<file path="src/rtl/mem_dump_pkg.sv">
// mem_dump_pkg: shared state encoding and sizing constants for the TCM dump reader
package mem_dump_pkg;
    localparam int BYTES_PER_WORD    = 4;
    localparam int MEM_BYTES_DEFAULT = 131072;
    typedef enum logic [2:0] {IDLE, READ, WAIT, SEND, DONE} state_t;
endpackage

</file>
<file path="src/rtl/mem_dump_reader_word_serializer.sv">
// word_serializer: splits a 32-bit word into four bytes, LSB first, with valid/ready handshake
module word_serializer
    import mem_dump_pkg::*;
(
    input  logic        clk_i,
    input  logic        rst_i,
    input  logic        load,
    input  logic [31:0] word,
    input  logic        ready,
    output logic [7:0]  data_o,
    output logic        valid_o,
    output logic        last
);
    logic [31:0] shift;
    logic [1:0]  idx;
    logic        xfer;
    assign xfer   = valid_o & ready;
    assign last   = xfer & (idx == 2'(BYTES_PER_WORD - 1));
    assign data_o = shift[7:0];
    // load a fresh word, then shift one byte out per accepted transfer
    always_ff @(posedge clk_i) begin
        if (rst_i) begin
            shift   <= '0;
            idx     <= '0;
            valid_o <= 1'b0;
        end else if (load) begin
            shift   <= word;
            idx     <= '0;
            valid_o <= 1'b1;
        end else if (xfer) begin
            shift   <= shift >> 8;
            idx     <= idx + 2'd1;
            valid_o <= ~last;
        end
    end
endmodule

</file>
<file path="src/rtl/mem_dump_reader.sv">
// mem_dump_reader: reads a word range from the TCM and streams it out as little-endian bytes
module mem_dump_reader
    import mem_dump_pkg::*;
#(
    parameter int MEM_BYTES = MEM_BYTES_DEFAULT,
    parameter int LEN_W     = 16
) (
    input  logic             clk_i,
    input  logic             rst_i,
    input  logic             start_i,
    input  logic [31:0]      base_i,
    input  logic [LEN_W-1:0] len_i,
    output logic             busy_o,
    output logic             done_o,
    output logic [31:0]      mem_addr_o,
    output logic             mem_rd_o,
    output logic [3:0]       mem_wr_o,
    input  logic [31:0]      mem_data_i,
    output logic [7:0]       byte_o,
    output logic             byte_valid_o,
    input  logic             byte_ready_i
);
    localparam int AW = $clog2(MEM_BYTES);

    state_t           state;
    logic [AW-1:0]    addr;
    logic [AW-1:0]    addr_next;
    logic [AW-1:0]    base_aligned;
    logic [LEN_W-1:0] remaining;
    logic             last;
    logic             unused_base;

    assign base_aligned = {base_i[AW-1:2], 2'b00};
    assign addr_next    = addr + AW'(BYTES_PER_WORD);
    assign mem_wr_o     = 4'b0000;
    assign unused_base  = ^{base_i[31:AW], base_i[1:0]};

    word_serializer u_ser (
        .clk_i   (clk_i),
        .rst_i   (rst_i),
        .load    (state == WAIT),
        .word    (mem_data_i),
        .ready   (byte_ready_i),
        .data_o  (byte_o),
        .valid_o (byte_valid_o),
        .last    (last)
    );

    // dump sequencer: one read per word, wait for data, hand the word to the serializer
    always_ff @(posedge clk_i) begin
        if (rst_i) begin
            state      <= IDLE;
            addr       <= '0;
            remaining  <= '0;
            mem_addr_o <= '0;
            mem_rd_o   <= 1'b0;
            busy_o     <= 1'b0;
            done_o     <= 1'b0;
        end else begin
            case (state)
                IDLE: if (start_i) begin
                    addr      <= base_aligned;
                    remaining <= len_i;
                    busy_o    <= 1'b1;
                    if (len_i == '0) begin
                        state  <= DONE;
                        done_o <= 1'b1;
                    end else begin
                        state      <= READ;
                        mem_rd_o   <= 1'b1;
                        mem_addr_o <= 32'(base_aligned);
                    end
                end
                READ: begin
                    state    <= WAIT;
                    mem_rd_o <= 1'b0;
                end
                WAIT: state <= SEND;
                SEND: if (last) begin
                    remaining <= remaining - LEN_W'(1);
                    addr      <= addr_next;
                    if (remaining == LEN_W'(1)) begin
                        state  <= DONE;
                        done_o <= 1'b1;
                    end else begin
                        state      <= READ;
                        mem_rd_o   <= 1'b1;
                        mem_addr_o <= 32'(addr_next);
                    end
                end
                DONE: begin
                    state  <= IDLE;
                    done_o <= 1'b0;
                    busy_o <= 1'b0;
                end
                default: state <= IDLE;
            endcase
        end
    end
endmodule

</file>
<file path="config.mk">
export PLATFORM = sky130hd
export DESIGN_NAME = mem_dump_reader
export DESIGN_NICKNAME = d
export VERILOG_FILES = /design/src/rtl/mem_dump_pkg.sv /design/src/rtl/mem_dump_reader_word_serializer.sv /design/src/rtl/mem_dump_reader.sv
export SDC_FILE = /design/constraint.sdc
export NUM_CORES = 1
export LEC_CHECK = 0
export CORE_MARGIN = 2
export CORE_UTILIZATION = 43
export DETAILED_ROUTE_END_ITERATION = 8
export GPL_ROUTABILITY_DRIVEN = 0
export PLACE_DENSITY_LB_ADDON = 0.08
export SLEW_MARGIN = 25
export SYNTH_ARGS = -nofsm -noshare
export SYNTH_HDL_FRONTEND = slang
export SYNTH_SLANG_ARGS = --single-unit
</file>
<file path="constraint.sdc">
create_clock -name clk_i -period 2.5 [get_ports clk_i]
set_input_delay 0.25 -clock clk_i [delete_from_list [all_inputs] [get_ports clk_i]]
set_output_delay 0.25 -clock clk_i [all_outputs]
set_load 0.03 [all_outputs]
</file>
Yosys cells after proc, flatten, opt, wreduce, memory -nomap -nowiden
Index checks and enable logic that the tools add are counted.

Reduce and logical (&&, ||, !) cells: 14. Multiplexer cells: 32. Add/sub/neg operators: 3. Bitwise operators: 3. Equality and inequality tests: 12.

Operator list (number): 32-bit 2-to-1 mux (6); 32-bit one-hot mux with 2 select lines (1); 17-bit 2-to-1 mux (2); 17-bit one-hot mux with 2 select lines (1); 16-bit 2-to-1 mux (2); 16-bit one-hot mux with 2 select lines (1); 17-bit by 3-bit adder with 17-bit output, second input constant (1); 16-bit by 1-bit equality test with 1-bit output, second input constant (1); 16-bit logical NOT (1); 16-bit by 1-bit subtractor with 16-bit output, second input constant (1); 5-bit AND reduction (3); 3-bit 2-to-1 mux (4); 3-bit one-hot mux with 4 select lines (1); 1-bit 2-to-1 mux (11); 2-bit != test, second input constant (5); 3-bit by 2-bit equality test with 1-bit output, second input constant (2); 1-bit one-hot mux with 3 select lines (2); 2-bit nonzero test (3); 3-bit nonzero test (2); 2-bit AND reduction (2); 3-bit by 1-bit equality test with 1-bit output, second input constant (1); 3-bit equality test, second input constant (1); 3-bit logical NOT (1); 3-bit AND reduction (1); 7 further kinds (8).

Output and inout bits: 48. Input bits: 84. Register bits after elaboration: 106.

Longest topological paths before layout
Gate-level depths: netlist (run 1).

Depth in word-level cells: 5. Depth in mapped cells: 9. Depth with buffers taken out: 7.

Hierarchy
A second synthesis (run 1) with hierarchy kept.

Cells, all modules: 599. Area total of the unflattened synthesis: 5054.8 µm².

By module, submodules not included: mem_dump_reader (area an instance 3189.3 µm², times used 1, cells an instance 406); word_serializer (area an instance 1865.5 µm², times used 1, cells an instance 193).

Worst setup path after synthesis (run 1)
OpenSTA, ideal clock, no wires.

Path kind: register to register. From: register remaining[0]. To: register mem_addr_o[2]. Slack: 0.144 ns. Library setup time: 0.116 ns. Data arrival time: 2.240 ns. Cell stages (with the launch flop): 8. Path buffers: 2. Required time: 2.384 ns. Cells stage by stage: dfxtp_1 > ha_1 > or4b_2 > or4_4 > a32o_2 > buf_6 > buf_8 > o211a_1.

Longest elaborated chain between the ends: 3.

Ends and longest elaborated chain: start, declared (line mem_dump_reader.sv:29) `logic [LEN_W-1:0] remaining;`; start signal, assigned (line mem_dump_reader.sv:63) `remaining <= len_i;`; start signal, assigned (line mem_dump_reader.sv:80) `remaining <= remaining - LEN_W'(1);`; 16-bit by 1-bit equality test with 1-bit output (line mem_dump_reader.sv:82) `if (remaining == LEN_W'(1)) begin`; 2-bit != test (no source line); 5-bit AND reduction (no source line); end signal, assigned (line mem_dump_reader.sv:71) `mem_addr_o <= 32'(base_aligned);`; end signal, assigned (line mem_dump_reader.sv:88) `mem_addr_o <= 32'(addr_next);`; end, declared (line mem_dump_reader.sv:15) `output logic [31:0] mem_addr_o,`.

Every way passes these cells. A chain may end at the register's enable or synchronous reset.

Final worst setup path (run 1)
From: register remaining[1]. To: register mem_addr_o[16].

Same word-level chain as after synthesis.

==> out/results.tsv, run 1 <==
metric	value	unit
PortBufs	93	
max-slew violations	0	
setup TNS	0	ns
status	completed	
Yosys top cell by area	dfxtp_1	
CTS tree	yes	
TritonCTS Sinks	87	
die area	0.01138	mm²
Root Buffer Master	clkbuf_8	
drt total wl	11860	µm
slew margin rel.	48.03	%
VDD IR max	0.2990	mV
cts hold-fix bufs	0	
HP Start	rst_i	
drt first pass iters	5	
R2R depth	7	
Die Height	106.7	µm
CP Capture Type	register	
Max-cap violations	0	
CP Cell Sequence	inv_1 > ha_1 > or4b_2 > or4_4 > a32o_4 > nand2_1 > o22ai_1	
detailed-route via count	4433	
Iter 0 DRT Violations	242	
Worst EP arrival	2.64	ns
Area growth syn-to-layout	25.90	%
commonest non-fill, non-tap cells in the layout	clkdlybuf4s50_1, nand2_1, dfxtp_1, nor2_1, a21oi_1	
# Post-CTS Setup Buffers	0	
gr ovfl total	0	
IO Pins	132	
Flop pwr share	44.9	%
Seq/Total Area, Yosys	38.43	%
DP Cell Count	775	
Synth Instances	586	
critical path required time	2.73	ns
maximum clock rate	415.6	MHz
Core ar.	0.01028	mm²
final hold vios	0	
Seq cells post-synth	87	
worst hold path class	in -> reg	
Worst-path clk slew	0.09	ns
DRC violations left	0	
Int Power	2.469	mW
Gates resized, CTS repair	0	
Mean Syn Cell Area	7.734	µm²
FP Rows	37	
Die X	106.7	µm
worst flop-to-flop path startpoint	remaining[1]$_SDFFE_PP0P_	
H-tree level count	3	
top cell type's share of synthesized area	38.43	%
r2r setup slk	0.09	ns
Clock power frac	30.7	%
first-pass GRT wire length	18690	µm
clock insertion delay at the later pin of the skew report	0.36	ns
Final min period	2.406	ns
Top FF cell, synth	dfxtp_1	
worst slack at placement	0.01328	ns
Worst Hold Endpoint	mem_addr_o[11]$_SDFFE_PP0P_	
worst-margin pin slew	0.7779	ns
CP startpoint	remaining[1]$_SDFFE_PP0P_	
cell count of the worst hold path	2	
Startpoint Class	register	
antenna cells	0	
Netlist Area Pre-Place	0.004532	mm²
Power, Total	3.571	mW
via density per instance	5.590	
GR Util All Layers	19.98	%
post-synth cell types	53	
CP max FO	7	
initial antenna violation count	0	
EDFF count, synth	0	
DRT antenna net count	0	
Yosys warning count	0	
asr flop ratio synth	0	%
Crit Path Class	reg -> reg	
largest net degree at the start of global routing	62	
# setup viols final	0	
reg2reg end	mem_addr_o[16]$_SDFFE_PP0P_	
Leak	2.063	nW
CTS max path bufs	2	
NetSw	1.102	mW
Worst Clk Skew	0.01420	ns
CP peak stage delay	0.59	ns
Synth area leaders	dfxtp_1, nand2_1, nor2_1, a21oi_1, a311oi_1	
Comb power frac	24.4	%
worst setup margin	0.09406	ns
DP HPWL	7798	µm
Post-Layout Cell Count	793	
share of cells above drive strength 1	6.849	%
vias in the first global route	3950	
total CTS buffers	9	
Switching Fraction	30.85	%
Starting Density	44.10	%
routed length per instance	14.95	µm
most common cell after layout, fill and taps aside	clkdlybuf4s50_1	
fill count	999	
final worst path period share	96.24	%
Slowest-stage cell, CP	or4b_2	
Pwr Density	625.9	mW/mm²
Final #Nets	740	
-- registers in the layout (all words and copies together) (netlist names) --
| signal | flops |
|---|---|
| remaining | 16 |
| state | 3 |
| u_ser.shift | 32 |
| mem_rd_o | 1 |
| u_ser.idx | 2 |
| busy_o | 1 |
| mem_addr_o | 15 |
| addr | 15 |
| done_o | 1 |
| u_ser.valid_o | 1 |
-- how the worst max path moves through the flow --
stage	to	cells past startpoint	slack [ns]
5_1_grt	mem_addr_o[16]$_SDFFE_PP0P_	7	-0.003
3_3_place_gp	mem_addr_o[16]$_SDFFE_PP0P_	7	0.06
3_5_place_dp	mem_addr_o[16]$_SDFFE_PP0P_	7	0.01
4_1_cts	mem_addr_o[16]$_SDFFE_PP0P_	7	0.004
2_1_floorplan	mem_addr_o[2]$_SDFFE_PP0P_	7	0.14
6_report	mem_addr_o[16]$_SDFFE_PP0P_	7	0.09
-- per-stage QoR --
stage          area (µm²)  util [%]  hold slack, ns
2_1_floorplan        4607         -          0.3860
3_3_place_gp         5450     53.03          0.4545
3_5_place_dp         5450     53.03          0.4590
4_1_cts              5673     55.20          0.2902
5_1_grt              5705     55.52          0.2966
6_report             5705     55.52          0.2915
-- area by class of cell --
class | instances | area, µm² | area share [%]
clock inverter | 5 | 81.33 | 1.425
timing repair buffer | 109 | 1084 | 18.99
sequential | 87 | 1742 | 30.53
tap | 136 | 170.2 | 2.982
multi-input combinational | 437 | 2457 | 43.07
clock buffer | 11 | 141.4 | 2.478
inverter | 8 | 30.03 | 0.5263
-- power groups by stage --
stage	combinational (mW)	clock (mW)	sequential, mW
after floorplan	0.555	0	1.65
after global placement	0.853	0	1.62
after detailed placement	0.859	0	1.63
after CTS	0.862	1.12	1.60
after global routing	0.954	1.18	1.62
final	0.872	1.10	1.60
-- Yosys cell counts, types with 7 or more instances --
| cell | count |
|---|---|
| inv_1 | 8 |
| buf_4 | 29 |
| nor4_1 | 9 |
| a311oi_1 | 25 |
| mux2i_1 | 12 |
| nand3_1 | 38 |
| o21ai_0 | 26 |
| clkbuf_1 | 44 |
| nand2_1 | 89 |
| nor2_1 | 61 |
| a211oi_1 | 7 |
| nor3_1 | 7 |
| dfxtp_1 | 87 |
| o22ai_1 | 10 |
| a21oi_1 | 44 |
| nand4_1 | 8 |
-- layer usage --
layer / vias to the layer above / share of wire [%] / track usage [%]
li1: 2194 / - / -
met1: 2087 / 47 / 28.30
met2: 143 / 46 / 31.26
met3: 9 / 6.0 / 3.040
met4: 0 / 0.80 / 6.308
met5: - / 0 / 0
-- critical path: cells and delay by family, from the launching register on --
family / cells / cell delay, ns
simple gates: 3 / 1.25
compound gates: 2 / 0.50
flops: 1 / 0.32
fa+ha+maj: 1 / 0.15
buf+inv: 1 / 0.08
-- logic make-up after synthesis --
family / synth area share, %
AO/OA/AOI/OAI: 21.59
XOR/XNOR: 1.739
adder cells (fa/ha/maj): 1.104
buffers and inverters: 9.773
flip-flops: 38.43
multiplexers: 2.651
other: 0.08275
AND/OR/NAND/NOR: 24.63
No activity file was read; power rests on OpenSTA's default activity.
==> inputs of run 2 (changes only) <==
- CTS_CLUSTER_DIAMETER: unset -> 120
==> results of run 2 <==
The final DEF is identical to that of run 1; final timing and power are the same.
==> edit, RTL diff (config.mk and constraints of run 2) <==
Set the parameter `LEN_W` to 32 (it was 16).
--- a/src/rtl/mem_dump_reader.sv
+++ b/src/rtl/mem_dump_reader.sv
@@ -3,7 +3,7 @@
     import mem_dump_pkg::*;
 #(
     parameter int MEM_BYTES = MEM_BYTES_DEFAULT,
-    parameter int LEN_W     = 16
+    parameter int LEN_W     = 32
 ) (
     input  logic             clk_i,
     input  logic             rst_i,
Interface: changed (resized len_i); port bits go from 132 to 148. No check against the original RTL was run, so the function may have changed too.
==> edit against run 2 <==
  * Final area rose by 25%
  * Routed wire length rose by 30%
  * Area after synthesis rose by 22%
  * Clock skew fell by 0.0036 ns
  * Setup slack got worse by 0.066 ns
  * First-iteration DRC count rose by 110%
  * Count of clock-buffer cells in the layout fell by 1
  * Sequential cell count rose by 16
  * Critical endpoint is now mem_addr_o[14]$_SDFFE_PP0P_
  * Highest routed layer unchanged
Power is not compared: it rests on default switching activity, and its combinational part moved more than twofold at a synthesized area within 25%.
==> edit: results (changes against run 2) <==
[grt]
grt_max_degree=95  ; +53%
globalRouteMet2Util=0.349  ; +0.0369
met3_usage=0.0443  ; +0.0139
grt_pass1_vias=4904  ; +24%
grt_pass1_wl_mm=24.2  ; +30%
use_met1=0.309  ; +0.0261
grt_usage=0.223  ; +0.0230

[final_layout]
drive_gt1_frac=0.0731  ; +0.00456
fillers=1263  ; +26%
top_regs=remaining (32), u_ser.shift (32)
nNetsFinal=934  ; +26%

[synth]
synth-compound-area-share=0.240  ; +0.0239
muxShareOfSynthArea=0.00726  ; -0.0192
synthAdderAreaFrac=0.00908  ; -0.00197
yosys-top-cells-count=130 x nand2_1, 103 x dfxtp_1, 70 x a21oi_1
synth-seq-area-share=0.374  ; -0.0104
yosys.area_share.xor_xnor=0.0191  ; +0.00167
synth.distinct_cells=60  ; +13%
syn_inst=740  ; +26%
netlist_top_cells_area=dfxtp_1 37%, nand2_1 8.8%, a21oi_1 6.4%, nor2_1 4.7%, a311oi_1 4.4%

[worst_setup_path]
r2r_slack_ns=0.03  ; -0.07 ns
crit_end=mem_addr_o[14]$_SDFFE_PP0P_
cp.arrival_ns=2.75  ; +0.11 ns
crit_path_max_incr_delay_ns=0.54  ; -0.05 ns
crit_slowest_cell=or4_4
cp_max_fo=13  ; +6
setup.worst_path.start=remaining[24]$_SDFFE_PP0P_

[clock_network]
h-tree-depth=3  ; unchanged
clkTransAtPathRegs_ns=0.07  ; -0.02 ns
clk_latency_ns=0.35
clockRootBuffer=clkbuf_16
cts_hold_buf=0  ; unchanged

[sta]
holdWs_ns=0.421  ; +0.129 ns
skew_ns=0.0106  ; -0.00358 ns
fin_crit_ns=2.47  ; +0.0659 ns
maxSlewHeadroom=0.577  ; +0.0968

[routing]
vias=5614  ; +27%
routed_wl_mm=15.4  ; +30%
met1_length_mm=7.09  ; +27%
met3_length_um=901  ; +28%
first_iter_violations=509  ; +110%
wl_met2_mm=7.21  ; +32%
wl_per_cell_um=15.3  ; +2.6%

[placement]
dp.cells=991  ; +28%
dp_hpwl_mm=10.7  ; +37%
io_buffers=109  ; +17%

[run_status]
status=completed

[hold_path]
min_from=rst_i
hold_depth=3  ; +1
worstHoldEndpoint=remaining[9]$_SDFFE_PP0P_

[power_and_ir_drop]
p_int_mw=3.51

-- edit: changes by cell type in the layout (fill, tap and decap cells not counted), moves of 12 or more --
cell             change
nand2_1             +41
a21oi_1             +25
clkdlybuf4s50_1     +16
o21ai_0             +12
o21ai_1             +12
buf_4               +17
dfxtp_1             +16
-- edit: final cells by class --
| cell class | count | area share |
|---|---|---|
| multi-input cells | 565 | 0.435 |
| flip-flops and latches | 103 | 0.290 |
| repair buffers | 143 | 0.195 |
| clock buffers | 10 | 0.0322 |
| well taps | 172 | 0.0302 |
| clock inverters | 6 | 0.0128 |
| inverters | 8 | 0.00422 |
-- edit: metrics by stage --
stage                     power (mW)  utilization  worst slack, ns  instance area (µm²)
after floorplan                 3.22            -            0.156                 5590
after CTS                       5.39        0.565           0.0114                 7100
final                           5.37        0.566           0.0282                 7120
after global placement          3.82        0.539          -0.0304                 6780
after detailed placement        3.86        0.539          -0.0536                 6780
after global routing            5.68        0.566         -0.00125                 7120
